File: src/rtl/hex_display_pkg.sv
// Shared constants, segment lookup and scan-state helpers for the hex display scanner.
package hex_display_pkg;

  localparam int unsigned SEG_W = 7;
  localparam int unsigned NIB_W = 4;

  typedef logic [SEG_W-1:0] seg_t;

  // {g,f,e,d,c,b,a}, 1 = lit
  localparam seg_t SEG_LUT [16] = '{
    7'h3F, 7'h06, 7'h5B, 7'h4F, 7'h66, 7'h6D, 7'h7D, 7'h07,
    7'h7F, 7'h6F, 7'h77, 7'h7C, 7'h39, 7'h5E, 7'h79, 7'h71
  };

  localparam logic ST_SCAN = 1'b0;
  localparam logic ST_HOLD = 1'b1;

  function automatic logic scan_next_state(input logic state, input logic accept,
                                           input logic wrap);
    logic next;
    next = state;
    if (state == ST_SCAN) begin
      if (accept) next = ST_HOLD;
    end else begin
      if (wrap) next = ST_SCAN;
    end
    return next;
  endfunction

endpackage

File: src/rtl/hex_seg_decode.sv
// Combinational nibble to 7-segment lookup shared by all scanned digits.
module hex_seg_decode
  import hex_display_pkg::*;
(
  input  logic [NIB_W-1:0] i_nibble,
  output logic [SEG_W-1:0] o_seg
);

  assign o_seg = SEG_LUT[i_nibble];

endmodule

File: src/rtl/hex_display_scanner.sv
// Time-multiplexed scanner for a multi-digit hex display with a double-buffered value.
// Optional leading-zero suppression is enabled by defining HEX_LEADING_ZERO_BLANK_EN.
module hex_display_scanner
  import hex_display_pkg::*;
#(
  parameter int unsigned NUM_DIGITS = 6,
  parameter int unsigned SCAN_DIV   = 50000,
  parameter int unsigned DIV_WIDTH  = 16,
  parameter int unsigned GUARD      = 2
) (
  input  logic                        i_clk,
  input  logic                        i_rst_n,
  input  logic                        i_load_valid,
  output logic                        o_load_ready,
  input  logic [NIB_W*NUM_DIGITS-1:0] i_load_data,
  input  logic [NUM_DIGITS-1:0]       i_blank_mask,
  output logic [NUM_DIGITS-1:0]       o_digit_en,
  output logic [SEG_W-1:0]            o_seg_out,
  output logic                        o_frame_done
);

  localparam int unsigned IDX_W  = (NUM_DIGITS > 1) ? $clog2(NUM_DIGITS) : 1;
  localparam int unsigned DATA_W = NIB_W * NUM_DIGITS;

  localparam logic [DIV_WIDTH-1:0] TERM_CNT  = DIV_WIDTH'(SCAN_DIV - 1);
  localparam logic [DIV_WIDTH-1:0] GUARD_CNT = DIV_WIDTH'(GUARD);
  localparam logic [IDX_W-1:0]     LAST_IDX  = IDX_W'(NUM_DIGITS - 1);

  logic [DIV_WIDTH-1:0]  r_cnt;
  logic [IDX_W-1:0]      r_idx;
  logic [DATA_W-1:0]     r_active;
  logic [DATA_W-1:0]     r_pending;
  logic                  r_state;
  logic [NUM_DIGITS-1:0] r_digit_en;
  logic [SEG_W-1:0]      r_seg;
  logic                  r_frame_done;

  logic                  w_term;
  logic                  w_wrap;
  logic                  w_accept;
  logic                  w_state_next;
  logic [NUM_DIGITS-1:0] w_dark;
  logic [NUM_DIGITS-1:0] w_onehot;
  logic [NIB_W-1:0]      w_nibble;
  logic                  w_sel_dark;
  logic [SEG_W-1:0]      w_seg;

  assign w_term       = (r_cnt == TERM_CNT);
  assign w_wrap       = w_term && (r_idx == LAST_IDX);
  assign w_accept     = i_load_valid && (r_state == ST_SCAN);
  assign w_state_next = scan_next_state(r_state, w_accept, w_wrap);

  always_ff @(posedge i_clk or negedge i_rst_n) begin
    if (!i_rst_n) begin
      r_cnt <= '0;
      r_idx <= '0;
    end else if (w_term) begin
      r_cnt <= '0;
      r_idx <= w_wrap ? '0 : r_idx + 1'b1;
    end else begin
      r_cnt <= r_cnt + 1'b1;
    end
  end

  // Active data only changes on the frame wrap, so a frame is never torn.
  always_ff @(posedge i_clk or negedge i_rst_n) begin
    if (!i_rst_n) begin
      r_state   <= ST_SCAN;
      r_pending <= '0;
      r_active  <= '0;
    end else begin
      r_state <= w_state_next;
      if (w_accept) r_pending <= i_load_data;
      if (w_wrap && (r_state == ST_HOLD)) r_active <= r_pending;
    end
  end

`ifdef HEX_LEADING_ZERO_BLANK_EN
  logic [NUM_DIGITS-1:0] w_lead_zero;
  logic                  w_upper_zero;

  // Walk down from the top digit; digit 0 always shows.
  always_comb begin
    w_lead_zero  = '0;
    w_upper_zero = 1'b1;
    for (int i = int'(NUM_DIGITS) - 1; i >= 0; i--) begin
      w_upper_zero   = w_upper_zero && (r_active[NIB_W*i +: NIB_W] == '0);
      w_lead_zero[i] = w_upper_zero && (i != 0);
    end
  end

  assign w_dark = i_blank_mask | w_lead_zero;
`else
  assign w_dark = i_blank_mask;
`endif

  always_comb begin
    w_nibble   = '0;
    w_onehot   = '0;
    w_sel_dark = 1'b0;
    for (int i = 0; i < int'(NUM_DIGITS); i++) begin
      if (r_idx == IDX_W'(i)) begin
        w_nibble    = r_active[NIB_W*i +: NIB_W];
        w_onehot[i] = 1'b1;
        w_sel_dark  = w_dark[i];
      end
    end
  end

  hex_seg_decode u_seg_decode (
    .i_nibble (w_nibble),
    .o_seg    (w_seg)
  );

  always_ff @(posedge i_clk or negedge i_rst_n) begin
    if (!i_rst_n) begin
      r_digit_en   <= '0;
      r_seg        <= '0;
      r_frame_done <= 1'b0;
    end else begin
      r_frame_done <= w_wrap;
      if (r_cnt < GUARD_CNT) begin
        r_digit_en <= '0;
        r_seg      <= '0;
      end else begin
        r_digit_en <= w_onehot;
        r_seg      <= w_sel_dark ? '0 : w_seg;
      end
    end
  end

  assign o_load_ready = (r_state == ST_SCAN);
  assign o_digit_en   = r_digit_en;
  assign o_seg_out    = r_seg;
  assign o_frame_done = r_frame_done;

endmodule

File: config.mk
export PLATFORM = sky130hd
export DESIGN_NAME = hex_display_scanner
export DESIGN_NICKNAME = d
export VERILOG_FILES = /design/src/rtl/hex_display_pkg.sv /design/src/rtl/hex_seg_decode.sv /design/src/rtl/hex_display_scanner.sv
export SDC_FILE = /design/constraint.sdc
export NUM_CORES = 1
export LEC_CHECK = 0
export BUFFER_PORTS_ARGS = -buffer_cell sky130_fd_sc_hd__buf_2
export CAP_MARGIN = 40
export CORE_MARGIN = 4
export CORE_UTILIZATION = 35
export CTS_CLUSTER_DIAMETER = 60
export DETAILED_ROUTE_END_ITERATION = 10
export SYNTH_ARGS = -nofsm -noshare
export SYNTH_HDL_FRONTEND = slang
export SYNTH_HIERARCHICAL = 1
export SYNTH_SLANG_ARGS = --single-unit
File: constraint.sdc
create_clock -name i_clk -period 2.8 [get_ports i_clk]
set_input_delay 0.42 -clock i_clk [delete_from_list [all_inputs] [get_ports i_clk]]
set_output_delay 0.42 -clock i_clk [all_outputs]
set_load 0.03 [all_outputs]
==> flow_metrics.env <==
export IMPL_drtIter0Drc=78
export IMPL_cp_data_required_time_ns=3.01
export IMPL_clkTransAtPathRegs_ns=0.09
export IMPL_finalPower_uw=2220
export IMPL_grt_antenna_before_repair=0
export IMPL_yosys_top_cells_area="dfrtp_1, mux2_2, ha_1"
export IMPL_max_stage_delay_ns=0.44
export IMPL_post_place_cells=493
export IMPL_cts_root_buf="clkbuf_8"
export IMPL_p_leak_uw=0.00211
export IMPL_yosys_cell_types_count=42
export IMPL_die_x_um=113
export IMPL_critical_path_slowest_cell="dfrtp_1"
export IMPL_synth_edf_count=0
export IMPL_setup_violations=0
export IMPL_utilization=0.436
export IMPL_synth_commonest_cells="dfrtp_1, mux2_2, nand2_1, nor2_1, ha_1"
export IMPL_gp_congestion=0.848
export IMPL_ir_drop_v=0.000279
export IMPL_slew_headroom=0.547
export IMPL_worst_path_stages=11
export IMPL_dieArea_um2=12700
export IMPL_rsz0062_at_grt="false"
export IMPL_antenna_left=0
export IMPL_portBuffers=47
export IMPL_drt_pass1_iter_count=4
export IMPL_syn_num_nets=358
export IMPL_max_freq_mhz=379
export IMPL_final_nets=417
export IMPL_status="complete, no violations"
export IMPL_antennaDiodeCount=0
export IMPL_die_h_um=113
export IMPL_slew_violations=0
export IMPL_grt_pass1_vias=2583
export IMPL_power_per_cell_area_nw_per_um2=487
export IMPL_vias=2500
export IMPL_clk_latency_ns=0.35
export IMPL_ys_seq_elements=82
export IMPL_hp_class="in2reg"
export IMPL_cts_tree="done"
export IMPL_regToRegEndpoint="o_seg_out[2]"
export IMPL_avgRoutedWirePerCell_um=15.0
export IMPL_finalNonFillerCells=512
export IMPL_finalHoldViolCount=0
export IMPL_fin_crit_sh=0.941
export IMPL_cp_buffers_inverters=3
export IMPL_worstMarginPinSlew_ns=0.675
export IMPL_r2r_slack_ns=0.16
export IMPL_fp_coreArea_um2=10500
export IMPL_area_growth_syn_to_layout_pct=19.4
export IMPL_end_kind="register"
export IMPL_numCtsBuffers=9
export IMPL_seq_area_frac_synth=0.537
export IMPL_grt_usage=0.128
export IMPL_post_route_drc_count=0
export IMPL_yosysMostFrequentCell="dfrtp_1"
export IMPL_synthesis_area_um2=3820
export IMPL_critPathKind="reg2reg"
export IMPL_critical_path_top_delay_family="compound AO/OA/AOI/OAI gates"
export IMPL_wl_um=7690
export IMPL_n_fill_cell=1013
export IMPL_synthCells=312
export IMPL_fin_worst_skew_ns=0.0108
export IMPL_ios=48
export IMPL_startpoint="r_idx[0]"
export IMPL_synth_top_area_share=0.537
export IMPL_grt_pass1_wl_um=12900
export IMPL_floorplan_initialDensity=0.365
export IMPL_grt_max_degree=55
export IMPL_clk_path_buf_depth=2
export IMPL_r2r_cells=11
export IMPL_arrival_ns=2.85
export IMPL_synth_warning_count=6
export IMPL_rows=37
export IMPL_seq_area_um2=2050
export IMPL_cts_sinks=82
export IMPL_multi_input_comb_area_um2=1720
export IMPL_crit_chain="inv_2 > ha_1 > buf_4 > a21oi_1 > a22o_1 > o311ai_0 > a22o_1 > buf_4 > nand3b_1 > o31a_2 > nor3b_1"
export IMPL_synthFlopType="dfrtp_1"
export IMPL_reg2reg_from="r_idx[0]"
export IMPL_ctsHtreeMaxLevel=3
export IMPL_min_period_ns=2.64
export IMPL_worst_hold_slack_ns=0.294
export IMPL_cp_max_fo=9
export IMPL_worstSetupEndpoint="o_seg_out[2]"
export IMPL_yosys_area_top_type="dfrtp_1"
export IMPL_place_hpwl_um=5670
export IMPL_viasPerCell=4.88
export IMPL_worstSetupStartpointType="register"
export IMPL_drive_gt1_frac=0.386
export IMPL_synth_async_reset_ratio=1.00
export IMPL_avgSynthCellArea_um2=12.3
export IMPL_gr_total_overflow=0
export IMPL_fin_tns_setup_ns=0
export IMPL_drv_cap=0
[kinds of logic after synthesis]
logic type	share of synthesized area
adder cells (fa/ha/maj)	0.0426
XOR/XNOR	0.0275
flip-flops	0.537
AND/OR/NAND/NOR	0.139
buffers and inverters	0.0308
multiplexers	0.162
AO/OA/AOI/OAI	0.0606
[placed cells by master, fill, tap and decap left out, drive strengths merged, types with 2 or more instances in the layout]
master / count
and3: 4
nor4: 3
inv: 11
nand4: 7
xnor2: 5
and2: 2
mux2i: 2
clkinv: 3
nand3b: 2
o21ai: 12
nand3: 8
mux2: 51
clkbuf: 10
nor3: 4
ha: 13
nor2b: 10
buf: 62
a22o: 2
nor3b: 9
a21oi: 4
and4: 5
dfrtp: 82
nand2: 19
a22oi: 3
xor2: 7
nor2: 16
a221oi: 3
o31ai: 4
[layer usage]
metal / wire length, µm / GRT usage
met1: 3670 / 0.171
met2: 3560 / 0.194
met3: 337 / 0.0383
met4: 125 / 0.0513
met5: 0 / 0
[worst register-to-register path, cell delays in order, from the launching register on]
cell and delay (ns):
dfrtp_1 0.44, inv_2 0.13, ha_1 0.23, buf_4 0.16
a21oi_1 0.04, a22o_1 0.21, o311ai_0 0.35, a22o_1 0.42
buf_4 0.20, nand3b_1 0.07, o31a_2 0.12, nor3b_1 0.14
[how the worst min path moves through the flow]
stage	from	end	slack (ns)	depth (start not counted)
after global routing	i_load_data[6]	r_pending[6]	0.28	2
after detailed placement	i_rst_n	r_pending[20]	0.38	1
after floorplan	i_rst_n	o_digit_en[0]	0.12	0
final	i_load_data[4]	r_pending[4]	0.29	2
after global placement	r_cnt[0]	r_cnt[0]	0.48	1
after CTS	i_load_data[4]	r_pending[4]	0.27	2
[timing repair]
item | CTS | global route
endpoints found under the setup margin | 0 | 5
hold endpoints to repair | 28 | 0
hold buffers | 1 | 0
setup buffers | 0 | 2
resized for setup | 0 | 15
[registers in the layout, indices dropped and copies added, names as in the netlist]
| name | count |
|---|---|
| o_digit_en | 6 |
| o_seg_out | 7 |
| r_state | 1 |
| r_idx | 3 |
| r_cnt | 16 |
| r_active | 24 |
| r_pending | 24 |
| o_frame_done | 1 |
[final cells by class]
cell class	count	share of cell area
inverter	10	0.00823
timing repair buffer	63	0.0834
tap	136	0.0373
clock buffer	10	0.0302
clock inverter	6	0.0143
sequential	82	0.450
multi-input combinational	205	0.377
[per-stage QoR]
step / instance area [µm²] / setup WS, ns
finish: 4560 / 0.164
global route: 4560 / 0.00854
CTS: 4490 / 0.00815
detailed placement: 4280 / 0.0199
global placement: 4250 / 0.132
floorplan: 3830 / 0.00727
[power breakdown]
part           switching [µW]  internal, µW
sequential               21.4          1230
clock                     428           438
combinational            53.7          55.6
(Power assumes the default switching activity.)
